**config.mk**
```make
export PLATFORM = sky130hd
export DESIGN_NAME = i2c_bus_recovery_flat
export DESIGN_NICKNAME = d
export VERILOG_FILES = /design/src/rtl/i2c_bus_recovery_pkg.sv /design/src/rtl/i2c_bus_recovery_if.sv /design/src/rtl/i2c_bus_recovery_tick_gen.sv /design/src/rtl/i2c_bus_recovery.sv /design/src/flat_wrapper.sv
export SDC_FILE = /design/constraint.sdc
export NUM_CORES = 1
export LEC_CHECK = 0
export ABC_AREA = 1
export ABC_CLOCK_PERIOD_IN_PS = 1750
export CAP_MARGIN = 20
export CORE_MARGIN = 1
export CORE_UTILIZATION = 45
export DETAILED_ROUTE_END_ITERATION = 16
export HOLD_SLACK_MARGIN = 0.1
export PLACE_DENSITY_LB_ADDON = 0.08
export SKIP_CTS_REPAIR_TIMING = 1
export SYNTH_ARGS = -nofsm -noshare
export SYNTH_HDL_FRONTEND = slang
export SYNTH_HIERARCHICAL = 1
export SYNTH_SLANG_ARGS = --single-unit
export TNS_END_PERCENT = 30
```
**constraint.sdc**
```tcl
create_clock -name i_cpld_50m_clk -period 1.75 [get_ports i_cpld_50m_clk]
set_input_delay 0.175 -clock i_cpld_50m_clk [delete_from_list [all_inputs] [get_ports i_cpld_50m_clk]]
set_output_delay 0.175 -clock i_cpld_50m_clk [all_outputs]
set_load 0.05 [all_outputs]
```
**src/rtl/i2c_bus_recovery_pkg.sv**
```systemverilog
// Shared types and constants for the I2C bus-recovery sequencer.
package i2c_bus_recovery_pkg;

   typedef enum logic [3:0] {
      StIdle,
      StSclChk,
      StSclStuck,
      StSdaChk,
      StPLo,
      StPHi,
      StStLo,
      StStSu,
      StStRel,
      StFail
   } state_t;

   // Which delay a state loads into the external timer.
   typedef enum logic [1:0] {
      DlyNone,
      DlyStuck,
      DlyHalf
   } dly_sel_t;

   localparam int unsigned REC_MAX_PULSES = 9;
   localparam dly_sel_t    SCL_STUCK_SEL  = DlyStuck;
   localparam dly_sel_t    REC_DLY_SEL    = DlyHalf;

   function automatic dly_sel_t dly_sel(input state_t st);
      dly_sel_t sel;
      unique case (st)
         StSclChk, StSdaChk:                     sel = SCL_STUCK_SEL;
         StPLo, StPHi, StStLo, StStSu, StStRel:  sel = REC_DLY_SEL;
         default:                                sel = DlyNone;
      endcase
      return sel;
   endfunction

   function automatic logic drives_scl(input state_t st);
      return (st == StPLo) || (st == StStLo);
   endfunction

   function automatic logic drives_sda(input state_t st);
      return (st == StStLo) || (st == StStSu);
   endfunction

   function automatic logic in_recovery(input state_t st);
      return (st == StPLo) || (st == StPHi) || (st == StStLo) || (st == StStSu) ||
             (st == StStRel);
   endfunction

endpackage

```
**src/rtl/i2c_bus_recovery_if.sv**
```systemverilog
// Bus lines and timer link between the recovery sequencer and its environment.
interface i2c_bus_recovery_if #(
   parameter int unsigned SIZE = 5
);
   logic            scl_in;
   logic            sda_in;
   logic            scl_oe;
   logic            sda_oe;
   logic            tmr_clk_en;
   logic            tmr_en;
   logic [SIZE-1:0] tmr_dly;
   logic            tmr_timeout;

   modport master (
      input  scl_in, sda_in, tmr_timeout,
      output scl_oe, sda_oe, tmr_clk_en, tmr_en, tmr_dly
   );

   modport slave (
      output scl_in, sda_in, tmr_timeout,
      input  scl_oe, sda_oe, tmr_clk_en, tmr_en, tmr_dly
   );
endinterface

```
**src/rtl/i2c_bus_recovery_tick_gen.sv**
```systemverilog
// Free-running divider: one-cycle tick every TICK_DIV clocks.
module i2c_bus_recovery_tick_gen #(
   parameter int unsigned TICK_DIV = 50
) (
   input  logic i_clk,
   input  logic i_rst_n,
   output logic o_tick
);
   localparam int unsigned CW = (TICK_DIV > 1) ? $clog2(TICK_DIV) : 1;
   localparam logic [CW-1:0] LAST = CW'(TICK_DIV - 1);

   logic [CW-1:0] r_cnt;
   logic          r_tick;

   // Count 0..TICK_DIV-1 and register the wrap as the tick.
   always_ff @(posedge i_clk or negedge i_rst_n) begin
      if (!i_rst_n) begin
         r_cnt  <= '0;
         r_tick <= 1'b0;
      end else begin
         r_tick <= (r_cnt == LAST);
         r_cnt  <= (r_cnt == LAST) ? '0 : r_cnt + 1'b1;
      end
   end

   assign o_tick = r_tick;
endmodule

```
**src/rtl/i2c_bus_recovery.sv**
```systemverilog
// I2C bus-health monitor: flags SCL stuck low and clocks SDA free with up to
// 9 SCL pulses followed by a STOP. Drives an external timer.
module i2c_bus_recovery
   import i2c_bus_recovery_pkg::*;
#(
   parameter int unsigned SIZE      = 5,
   parameter int unsigned TICK_DIV  = 50,
   parameter int unsigned STUCK_DLY = 25,
   parameter int unsigned HALF_DLY  = 4
) (
   input  logic               i_cpld_50m_clk,
   input  logic               i_cpld_rst_n_50m,
   input  logic               i_mon_en,
   input  logic               i_clr_fail,
   i2c_bus_recovery_if.master bus_if,
   output logic               o_scl_stuck,
   output logic               o_rec_busy,
   output logic               o_rec_done,
   output logic               o_rec_fail,
   output logic [3:0]         o_pulse_cnt
);
   localparam logic [SIZE-1:0] STUCK_VAL = SIZE'(STUCK_DLY);
   localparam logic [SIZE-1:0] HALF_VAL  = SIZE'(HALF_DLY);

   logic            r_scl_meta, r_scl_s, r_sda_meta, r_sda_s;
   state_t          r_state, w_nxt;
   logic            r_tmr_en;
   logic [SIZE-1:0] r_tmr_dly;
   logic            r_scl_oe, r_sda_oe;
   logic            r_scl_stuck, r_rec_busy, r_rec_done, r_rec_fail;
   logic [3:0]      r_pulse_cnt;
   logic            w_tmo, w_cnt_clr, w_cnt_inc, w_done, w_tick;

   i2c_bus_recovery_tick_gen #(
      .TICK_DIV (TICK_DIV)
   ) u_tick_gen (
      .i_clk   (i_cpld_50m_clk),
      .i_rst_n (i_cpld_rst_n_50m),
      .o_tick  (w_tick)
   );

   // Two-flop synchronizers; idle bus level is high.
   always_ff @(posedge i_cpld_50m_clk or negedge i_cpld_rst_n_50m) begin
      if (!i_cpld_rst_n_50m) begin
         r_scl_meta <= 1'b1;
         r_scl_s    <= 1'b1;
         r_sda_meta <= 1'b1;
         r_sda_s    <= 1'b1;
      end else begin
         r_scl_meta <= bus_if.scl_in;
         r_scl_s    <= r_scl_meta;
         r_sda_meta <= bus_if.sda_in;
         r_sda_s    <= r_sda_meta;
      end
   end

   // Timeout is ignored in a state's first clock: the timer still shows the
   // previous state's timeout until it sees the restart low.
   assign w_tmo = bus_if.tmr_timeout & r_tmr_en;

   // Next-state decode plus the event strobes that accompany transitions.
   always_comb begin
      w_nxt     = r_state;
      w_cnt_clr = 1'b0;
      w_cnt_inc = 1'b0;
      w_done    = 1'b0;
      if (!i_mon_en) begin
         w_nxt = StIdle;
      end else begin
         unique case (r_state)
            StIdle: begin
               if (!r_scl_s)      w_nxt = StSclChk;
               else if (!r_sda_s) w_nxt = StSdaChk;
            end
            StSclChk: begin
               if (r_scl_s)    w_nxt = StIdle;
               else if (w_tmo) w_nxt = StSclStuck;
            end
            StSclStuck: if (r_scl_s) w_nxt = StIdle;
            StSdaChk: begin
               if (r_sda_s || !r_scl_s) begin
                  w_nxt = StIdle;
               end else if (w_tmo && !r_rec_fail) begin
                  w_nxt     = StPLo;
                  w_cnt_clr = 1'b1;
               end
            end
            StPLo: begin
               if (w_tmo) begin
                  w_nxt     = StPHi;
                  w_cnt_inc = 1'b1;
               end
            end
            StPHi: begin
               if (w_tmo) begin
                  if (r_sda_s)                                  w_nxt = StStLo;
                  else if (r_pulse_cnt == 4'(REC_MAX_PULSES))   w_nxt = StFail;
                  else                                          w_nxt = StPLo;
               end
            end
            StStLo: if (w_tmo) w_nxt = StStSu;
            StStSu: if (w_tmo) w_nxt = StStRel;
            StStRel: begin
               if (w_tmo) begin
                  w_nxt  = StIdle;
                  w_done = 1'b1;
               end
            end
            StFail:  w_nxt = StIdle;
            default: w_nxt = StIdle;
         endcase
      end
   end

   // State register with all outputs registered from the next state.
   always_ff @(posedge i_cpld_50m_clk or negedge i_cpld_rst_n_50m) begin
      if (!i_cpld_rst_n_50m) begin
         r_state     <= StIdle;
         r_tmr_en    <= 1'b0;
         r_tmr_dly   <= '0;
         r_scl_oe    <= 1'b0;
         r_sda_oe    <= 1'b0;
         r_scl_stuck <= 1'b0;
         r_rec_busy  <= 1'b0;
         r_rec_done  <= 1'b0;
         r_rec_fail  <= 1'b0;
         r_pulse_cnt <= '0;
      end else begin
         r_state <= w_nxt;
         // Low on the entry clock of every timed state clears the timer.
         r_tmr_en <= (dly_sel(w_nxt) != DlyNone) && (w_nxt == r_state);
         unique case (dly_sel(w_nxt))
            DlyStuck: r_tmr_dly <= STUCK_VAL;
            DlyHalf:  r_tmr_dly <= HALF_VAL;
            default:  r_tmr_dly <= '0;
         endcase
         r_scl_oe    <= drives_scl(w_nxt);
         r_sda_oe    <= drives_sda(w_nxt);
         r_scl_stuck <= (w_nxt == StSclStuck);
         r_rec_busy  <= in_recovery(w_nxt);
         r_rec_done  <= w_done;
         // FAIL entry beats a simultaneous clear.
         r_rec_fail  <= (w_nxt == StFail) | (r_rec_fail & ~i_clr_fail);
         if (w_cnt_clr)      r_pulse_cnt <= '0;
         else if (w_cnt_inc) r_pulse_cnt <= r_pulse_cnt + 4'd1;
      end
   end

   assign bus_if.scl_oe     = r_scl_oe;
   assign bus_if.sda_oe     = r_sda_oe;
   assign bus_if.tmr_clk_en = w_tick;
   assign bus_if.tmr_en     = r_tmr_en;
   assign bus_if.tmr_dly    = r_tmr_dly;
   assign o_scl_stuck       = r_scl_stuck;
   assign o_rec_busy        = r_rec_busy;
   assign o_rec_done        = r_rec_done;
   assign o_rec_fail        = r_rec_fail;
   assign o_pulse_cnt       = r_pulse_cnt;
endmodule

```
**src/flat_wrapper.sv**
```systemverilog
// flat-port wrapper written by rule: the top's interface ports become plain ports
module i2c_bus_recovery_flat import i2c_bus_recovery_pkg::*;
#(
   parameter int unsigned SIZE      = 5,
   parameter int unsigned TICK_DIV  = 50,
   parameter int unsigned STUCK_DLY = 25,
   parameter int unsigned HALF_DLY  = 4
)
  (i_cpld_50m_clk, i_cpld_rst_n_50m, i_mon_en, i_clr_fail, o_scl_stuck, o_rec_busy, o_rec_done, o_rec_fail, o_pulse_cnt, bus_if_scl_in, bus_if_sda_in, bus_if_tmr_timeout, bus_if_scl_oe, bus_if_sda_oe, bus_if_tmr_clk_en, bus_if_tmr_en, bus_if_tmr_dly);
  i2c_bus_recovery_if #(.SIZE(SIZE)) bus_if_i ();
  input  logic i_cpld_50m_clk;
  input  logic i_cpld_rst_n_50m;
  input  logic i_mon_en;
  input  logic i_clr_fail;
  output logic o_scl_stuck;
  output logic o_rec_busy;
  output logic o_rec_done;
  output logic o_rec_fail;
  output logic [3:0] o_pulse_cnt;
  input wire logic [$bits(bus_if_i.scl_in)-1:0] bus_if_scl_in;
  input wire logic [$bits(bus_if_i.sda_in)-1:0] bus_if_sda_in;
  input wire logic [$bits(bus_if_i.tmr_timeout)-1:0] bus_if_tmr_timeout;
  output wire logic [$bits(bus_if_i.scl_oe)-1:0] bus_if_scl_oe;
  output wire logic [$bits(bus_if_i.sda_oe)-1:0] bus_if_sda_oe;
  output wire logic [$bits(bus_if_i.tmr_clk_en)-1:0] bus_if_tmr_clk_en;
  output wire logic [$bits(bus_if_i.tmr_en)-1:0] bus_if_tmr_en;
  output wire logic [$bits(bus_if_i.tmr_dly)-1:0] bus_if_tmr_dly;
  assign bus_if_i.scl_in = bus_if_scl_in;
  assign bus_if_i.sda_in = bus_if_sda_in;
  assign bus_if_i.tmr_timeout = bus_if_tmr_timeout;
  assign bus_if_scl_oe = bus_if_i.scl_oe;
  assign bus_if_sda_oe = bus_if_i.sda_oe;
  assign bus_if_tmr_clk_en = bus_if_i.tmr_clk_en;
  assign bus_if_tmr_en = bus_if_i.tmr_en;
  assign bus_if_tmr_dly = bus_if_i.tmr_dly;
  i2c_bus_recovery #(.SIZE(SIZE), .TICK_DIV(TICK_DIV), .STUCK_DLY(STUCK_DLY), .HALF_DLY(HALF_DLY)) u_core (.i_cpld_50m_clk(i_cpld_50m_clk), .i_cpld_rst_n_50m(i_cpld_rst_n_50m), .i_mon_en(i_mon_en), .i_clr_fail(i_clr_fail), .bus_if(bus_if_i), .o_scl_stuck(o_scl_stuck), .o_rec_busy(o_rec_busy), .o_rec_done(o_rec_done), .o_rec_fail(o_rec_fail), .o_pulse_cnt(o_pulse_cnt));
endmodule
```
==> results.toml, run 1 <==
[timing]
max_freq_mhz = 592
layout_min_cycle_time_ps = 1690
maxSlewViolCount = 0
worst_slack_ps = 60.9
rsz0062_at_grt = "true"
period_share = 0.965
finalSetupViolations = 0
worst_slew_pin_slew_ps = 507
maxSlewHeadroom = 0.661
final-hold-violation-count = 0
fin_worst_skew_ps = 11.6

[place]
finalWeightedCongestion = 0.965
dpl_cell_area_um2 = 1940
dp_slack_ps = -71.9
port_buffers = 22
dp_hpwl_mm = 2.51

[cts]
cts-buffers-inserted = 3
cts_sinks = 28
clock-root-buffer = "clkbuf_4"
clkLatencyLatePin_ps = 330
cts_tree = "built"
h-tree-depth = 1
clk_pin_slew_ps = 160
max-clock-path-buffers = 2

[pwr]
power_density_nw_per_um2 = 693
swShare = 0.283
pwr-share-seq = 0.489
internal_power_w = 0.00102
p_comb_frac = 0.215
leakage_nw = 1.09
power.share.clock = 0.295
p_sw_w = 0.000404
ir_worst_vdd_mv = 0.574

[yosys]
syn_area_per_cell_um2 = 8.32
ys_types = 31
synth_warnings = 6
yosys.area_share.xor_xnor = 0.0166
synth_compound_area_frac = 0.0546
synthFlopType = "dfrtp_1"
synthMuxAreaShare = 0
yosys-top-cells-area = "dfrtp_1 (38%), nand2_1 (9.0%), dfstp_2 (6.7%), nor2_1 (5.2%), nand3_1 (5.1%)"
ys_seq_elements = 28
synth_area_um2 = 1580
synth_top_family_by_area = "simple AND/OR/NAND/NOR gates"
synth_adder_area_share = 0.0317
synth_top_area_frac = 0.380
synthCells = 190
ys_async_sr_fraction = 1.00
synth_fp_nets = 201
yosys.area.top_type = "dfrtp_1"
synth_edf_count = 0
synthSimpleGateAreaFrac = 0.353
yosysSeqAreaShare = 0.447

[global_route]
grt_usage = 0.198
grt_pass1_vias = 1219
antenna_found_initial = 0
grt_pass1_wl_mm = 5.37
grt_max_degree = 29
grt_overflow_total = 0

[drt]
wl_per_cell_um = 11.5
wl_met2_mm = 1.63
met1_length_mm = 1.38
vias_per_cell = 4.71
dr.first_iter.drc_count = 55
routed-via-count = 1304
wl_met3_um = 142
routed_wl_mm = 3.18
drc = 0
drtAntennaViolNets = 0
top_signal_layer_used = "met4"
drtPass1Iterations = 4

[critical_path]
crit_required_ps = 1570
cp_top_family = "buffers and inverters"
crit_buf_inv = 1
r2r_slack_ps = 110
endpoint_kind = "output pin"
r2r-start = "u_core/r_scl_s"
critPathArrivalTime_ps = 1510
startpoint_type = "flop"
crit_chain = "clkdlybuf4s50_1"
rr_endpoint = "u_core/bus_if.tmr_en"
slowest_stage = "clkdlybuf4s50_1"
ff2ff_path_depth = 10
cp_max_fo = 2
critical_path.max_stage_delay_ps = 790
path_class = "flop to output pin"

[cells_and_area]
antennaDiodeCount = 0
nets = 243
final_cell_mix = "nand2_1 (35), buf_4 (24), nor2_1 (21)"
layout_commonest_cell = "nand2_1"
drive_above_1_share = 0.333
design_area_um2 = 2060
fill_cells = 311
syn_to_final_growth_pct = 30.2

[status]
outcome = "completed"

[floorplan]
core_area_um2 = 3360
die_x_um = 61.3
dieArea_um2 = 3750
die_y_um = 61.3
boundaryPins = 24
start_util = 0.470
rows = 21

[flow_run]
max_cap_viol_count = 0

[min_path]
hp-class = "input port to async pin"
-- stage by stage --
| stage | TNS (ps) | util | cells | hold slack, ps | total power [W] |
|---|---|---|---|---|---|
| finish | 0 | 0.612 | 277 | 191 | 0.00143 |
| CTS | -15.3 | 0.592 | 274 | 206 | 0.00143 |
| detailed placement | -153 | 0.576 | 270 | 347 | 0.00101 |
| floorplan | 0 | - | 190 | -121 | 0.000909 |
| global route | -11.9 | 0.612 | 277 | 219 | 0.00150 |
| global placement | -88.1 | 0.576 | 270 | 346 | 0.00101 |
-- layer usage --
| metal | up-vias | track usage |
|---|---|---|
| met2 | 31 | 0.348 |
| li1 | 673 | - |
| met3 | 4 | 0.0315 |
| met4 | 0 | 0.0390 |
| met5 | - | 0 |
| met1 | 596 | 0.258 |
-- synthesized netlist by cell type (all sizes together) (2+ instances only) --
cell type  number
dfstp           4
o21ai           7
dfrtp          24
xnor2           2
nor2           31
nand4           5
nand2          46
inv            29
a21oi           6
buf             5
nand3          19
ha              4
nor3            2
-- registers in the layout, summed over array words and instances, names as in the netlist, 2 cells and up --
name,count
u_core/bus_if.tmr_dly,2
u_core/o_pulse_cnt,4
u_core/r_state,4
u_core/u_tick_gen/r_cnt,6
-- power groups by stage --
stage | combinational, W | sequential [W] | clock (W)
finish | 0.000307 | 0.000699 | 0.000421
global route | 0.000336 | 0.000703 | 0.000460
CTS | 0.000302 | 0.000696 | 0.000437
detailed placement | 0.000301 | 0.000708 | 0
global placement | 0.000302 | 0.000708 | 0
floorplan | 0.000172 | 0.000738 | 0
-- worst max-delay path by stage --
stage / to / from / cells after the start / slack (ps)
2_1_floorplan: u_core/bus_if.tmr_en / u_core/o_pulse_cnt[1] / 15 / 30
3_3_place_gp: u_core/bus_if.tmr_en / bus_if_tmr_timeout / 11 / -60
3_5_place_dp: u_core/bus_if.tmr_en / bus_if_tmr_timeout / 13 / -70
4_1_cts: u_core/bus_if.tmr_en / u_core/r_state[1] / 9 / -20
5_1_grt: u_core/bus_if.tmr_en / u_core/r_scl_s / 11 / -10
6_report: bus_if_tmr_en / u_core/bus_if.tmr_en / 1 / 60
-- kinds of logic (layout without fill, tap and decap cells) --
logic type	after synthesis	after routing
DFF	28	28
and+or+nand+nor	106	106
AOI/OAI and AO/OA	14	14
xor gates and xnor gates	3	3
adders and majority gates	4	4
buffers and inverters	34	75
other	1	1
-- area by class of cell --
type / instances / area (um2) / share of cell area
Clock buffer: 3 / 22.5 / 0.0109
Clock inverter: 1 / 30.0 / 0.0146
Inverter: 29 / 109 / 0.0529
Multi-Input combinational cell: 128 / 752 / 0.365
Sequential cell: 28 / 714 / 0.347
Tap cell: 46 / 57.6 / 0.0280
Timing Repair Buffer: 42 / 373 / 0.181
No activity file was read; power rests on OpenSTA's default activity.
==> inputs of run 2 (changes only) <==
--- a/config.mk
+++ b/config.mk
@@ -8,11 +8,12 @@
 export ABC_AREA = 1
 export ABC_CLOCK_PERIOD_IN_PS = 1750
 export CAP_MARGIN = 20
+export CORE_ASPECT_RATIO = 1.25
 export CORE_MARGIN = 1
 export CORE_UTILIZATION = 45
 export DETAILED_ROUTE_END_ITERATION = 16
 export HOLD_SLACK_MARGIN = 0.1
-export PLACE_DENSITY_LB_ADDON = 0.08
+export PLACE_DENSITY = 0.77
 export SKIP_CTS_REPAIR_TIMING = 1
 export SYNTH_ARGS = -nofsm -noshare
 export SYNTH_HDL_FRONTEND = slang
==> results.toml, run 2 (synthesized netlist as in run 1, its figures left out) <==
[place]
finalWeightedCongestion = 0.957
dp_hpwl_mm = 2.49
dp_slack_ps = -95.3
port_buffers = 22

[floorplan]
core_area_um2 = 3280
die_x_um = 55.0
rows = 23
start_util = 0.482
die_y_um = 68.3
dieArea_um2 = 3750
boundaryPins = 24

[drt]
routed-via-count = 1381
drtAntennaViolNets = 0
wl_per_cell_um = 12.7
drtPass1Iterations = 4
routed_wl_mm = 3.49
drc = 0
vias_per_cell = 5.04
dr.first_iter.drc_count = 45

[critical_path]
cp_max_fo = 4
critPathArrivalTime_ps = 1500
slowest_stage = "clkdlybuf4s50_1"
crit_buf_inv = 1
startpoint_type = "flop"
endpoint_kind = "output pin"
critical_path.max_stage_delay_ps = 830
crit_chain = "clkdlybuf4s50_1"
cp_top_family = "buffers and inverters"
path_class = "flop to output pin"
crit_required_ps = 1570

[cells_and_area]
fill_cells = 283
regMostFlops = "u_core/u_tick_gen/r_cnt"
largest_reg_flops = 6
nets = 249
drive_above_1_share = 0.397
syn_to_final_growth_pct = 36.4
final_cell_mix = "buf_4 (27), nand2_1 (27), clkdlybuf4s50_1 (21)"
antennaDiodeCount = 0

[cts]
cts_tree = "built"
h-tree-depth = 1
max-clock-path-buffers = 2
cts_sinks = 28
clkLatencyLatePin_ps = 270
clk_pin_slew_ps = 80
clock-root-buffer = "clkbuf_8"
cts-buffers-inserted = 3

[pwr]
ir_worst_vdd_mv = 0.567
leakage_nw = 1.06
power_w = 0.00140
power_density_nw_per_um2 = 651

[timing]
maxSlewViolCount = 0
final-hold-violation-count = 0
layout_min_cycle_time_ps = 1680
max_freq_mhz = 595
rsz0062_at_grt = "true"
worst_slew_pin_slew_ps = 515
maxSlewHeadroom = 0.655
fin_worst_skew_ps = 5.97
finalSetupViolations = 0
worst_slack_ps = 70.1
period_share = 0.960
worst_hold_slack_ps = 268

[global_route]
grt_usage = 0.199
grt_overflow_total = 0
grt_pass1_vias = 1227
antenna_found_initial = 0
grt_pass1_wl_mm = 5.28
grt_max_degree = 29

[status]
outcome = "completed"

[flow_run]
max_cap_viol_count = 0

[min_path]
hp-class = "input port to async pin"
[run 2: power by group]
| group | switching (W) | internal (W) |
|---|---|---|
| Clock | 0.000185 | 0.000163 |
| Sequential | 0.0000280 | 0.000673 |
| Combinational | 0.000211 | 0.000143 |
[run 2: final timing paths]
| kind | cells past startpoint | from | end | slack (ps) |
|---|---|---|---|---|
| max in group asynchronous | 2 | i_cpld_rst_n_50m | u_core/r_scl_meta | 1180 |
| min | 2 | i_cpld_rst_n_50m | u_core/o_rec_fail | 270 |
| max | 1 | u_core/o_pulse_cnt[2] | o_pulse_cnt[2] | 70 |
| min in group i_cpld_50m_clk | 1 | bus_if_sda_in | u_core/r_sda_meta | 310 |
| min reg2reg | 0 | u_core/r_sda_meta | u_core/r_sda_s | 360 |
| max reg2reg | 10 | u_core/r_state[2] | u_core/bus_if.tmr_en | 90 |
[run 2: cell type report]
| cell class | count | area, um2 | share of cell area |
|---|---|---|---|
| clock buffer | 4 | 45.0 | 0.0209 |
| tap | 37 | 46.3 | 0.0215 |
| inverter | 29 | 109 | 0.0505 |
| multi-input combinational | 128 | 830 | 0.385 |
| timing repair buffer | 48 | 413 | 0.192 |
| sequential | 28 | 713 | 0.331 |
[run 2: routing by layer]
layer	part of all wire	track usage	wire [um]
met1	0.44	0.258	1550
met2	0.49	0.322	1710
met3	0.036	0.0289	127
met4	0.028	0.0906	97
met5	0	0	0
[run 2: metrics by stage]
| stage | utilization | instances | cell area, um2 | setup TNS (ps) |
|---|---|---|---|---|
| after floorplan | - | 190 | 1580 | 0 |
| after global placement | 0.594 | 263 | 1950 | -54.9 |
| after detailed placement | 0.594 | 263 | 1950 | -241 |
| after CTS | 0.608 | 267 | 1990 | 0 |
| after global routing | 0.657 | 274 | 2160 | -45.5 |
| final | 0.657 | 274 | 2160 | 0 |
==> inputs of run 3 (changes only) <==
--- a/config.mk
+++ b/config.mk
@@ -9,7 +9,7 @@
 export ABC_CLOCK_PERIOD_IN_PS = 1750
 export CAP_MARGIN = 20
 export CORE_ASPECT_RATIO = 1.25
-export CORE_MARGIN = 1
+export CORE_MARGIN = 4
 export CORE_UTILIZATION = 45
 export DETAILED_ROUTE_END_ITERATION = 16
 export HOLD_SLACK_MARGIN = 0.1
==> results.toml, run 3 (synthesized netlist as in run 1, its figures left out) <==
[status]
outcome = "completed"

[timing]
max_freq_mhz = 598
rsz0062_at_grt = "true"
layout_min_cycle_time_ps = 1670
maxSlewHeadroom = 0.664
fin_worst_skew_ps = 1.70
worst_slack_ps = 76.7
finalSetupViolations = 0
maxSlewViolCount = 0
period_share = 0.956
worst_slew_pin_slew_ps = 502
final-hold-violation-count = 0

[global_route]
top_usage_layer = "met2"
grt_pass1_wl_mm = 5.51
gr-usage-met1 = 0.198
use_met2 = 0.285
grt_max_degree = 29
antenna_found_initial = 0
grt_overflow_total = 0
grt_pass1_vias = 1330
grt_util_met3 = 0.0208
grt_usage = 0.160

[drt]
wl_per_cell_um = 12.1
vias_per_cell = 5.11
drtPass1Iterations = 4
dr.first_iter.drc_count = 70
routed-via-count = 1374
routed_wl_mm = 3.26
drc = 0
drtAntennaViolNets = 0

[cts]
cts_sinks = 28
clock-root-buffer = "clkbuf_8"
max-clock-path-buffers = 2
h-tree-depth = 1
clk_pin_slew_ps = 90
cts-buffers-inserted = 3
cts_tree = "built"
clkLatencyLatePin_ps = 270

[floorplan]
core_area_um2 = 3280
start_util = 0.482
dieArea_um2 = 4530
die_x_um = 61.0
rows = 23
die_y_um = 74.3
boundaryPins = 24

[flow_run]
max_cap_viol_count = 0

[pwr]
leakage_nw = 1.02
power_w = 0.00137
ir_worst_vdd_mv = 0.503
power_density_nw_per_um2 = 668

[cells_and_area]
design_area_um2 = 2050
layout_commonest_cell = "nand2_1"
multiInputGateArea_um2 = 751
syn_to_final_growth_pct = 29.5
fill_cells = 284
antennaDiodeCount = 0
final_util = 0.624
regMostFlops = "u_core/u_tick_gen/r_cnt"
drive_above_1_share = 0.328
final_cell_mix = "nand2_1 (34), buf_4 (21), nor2_1 (21)"
largest_reg_flops = 6
nets = 244
regArea_um2 = 714

[place]
dp_hpwl_mm = 2.42
finalWeightedCongestion = 0.912
port_buffers = 22
dp_slack_ps = -68.3
dpl_cell_area_um2 = 1940

[critical_path]
crit_required_ps = 1570
cp_max_fo = 3
endpoint_kind = "output pin"
cp_top_family = "buffers and inverters"
crit_buf_inv = 1
crit_chain = "clkdlybuf4s50_1"
critPathArrivalTime_ps = 1500
path_class = "flop to output pin"
critical_path.max_stage_delay_ps = 820
slowest_stage = "clkdlybuf4s50_1"
startpoint_type = "flop"

[min_path]
hp-class = "input port to async pin"
## run 3: cell types whose count changed in the layout (fill, tap and decap cells not counted), moves of 2 or more
cell     before  now
buf_4        27   21
inv_1        18   20
inv_2        11    9
nand2_1      27   34
nand2_2      13    9
nand2_4       6    3
nand3_1      13   15
nand3_2       5    3
## run 3: area by class of cell
cell class | count | area share
clock buffers | 4 | 0.0220
inverters | 29 | 0.0532
multi-input cells | 128 | 0.367
flip-flops and latches | 28 | 0.349
well taps | 37 | 0.0226
repair buffers | 43 | 0.186
## run 3: routing by layer
metal | part of all wire | vias up
met2 | 0.51 | 49
li1 | - | 677
met5 | 0 | -
met1 | 0.41 | 641
met3 | 0.061 | 7
met4 | 0.016 | 0
## run 3: metrics by stage
stage | std cells | TNS (ps) | hold WS (ps)
floorplan | 190 | 0 | -121
global placement | 262 | -138 | 345
detailed placement | 262 | -163 | 347
CTS | 266 | 0 | 280
global route | 269 | -38.0 | 296
finish | 269 | 0 | 273
## run 3: worst paths after layout
check,cells past startpoint,slack [ps],endpoint,startpoint
hold reg to reg,0,360,u_core/r_sda_s,u_core/r_sda_meta
hold / removal,2,270,u_core/u_tick_gen/r_cnt[0],i_cpld_rst_n_50m
min in group i_cpld_50m_clk,1,300,u_core/r_sda_meta,bus_if_sda_in
setup reg to reg,13,130,u_core/o_rec_fail,u_core/o_pulse_cnt[0]
max in group asynchronous,2,1180,u_core/r_scl_meta,i_cpld_rst_n_50m
setup / recovery,1,80,o_rec_fail,u_core/o_rec_fail
## run 3: power by group
part,internal (W),switching (W)
Combinational,0.000121,0.000196
Clock,0.000163,0.000192
Sequential,0.000673,0.0000226
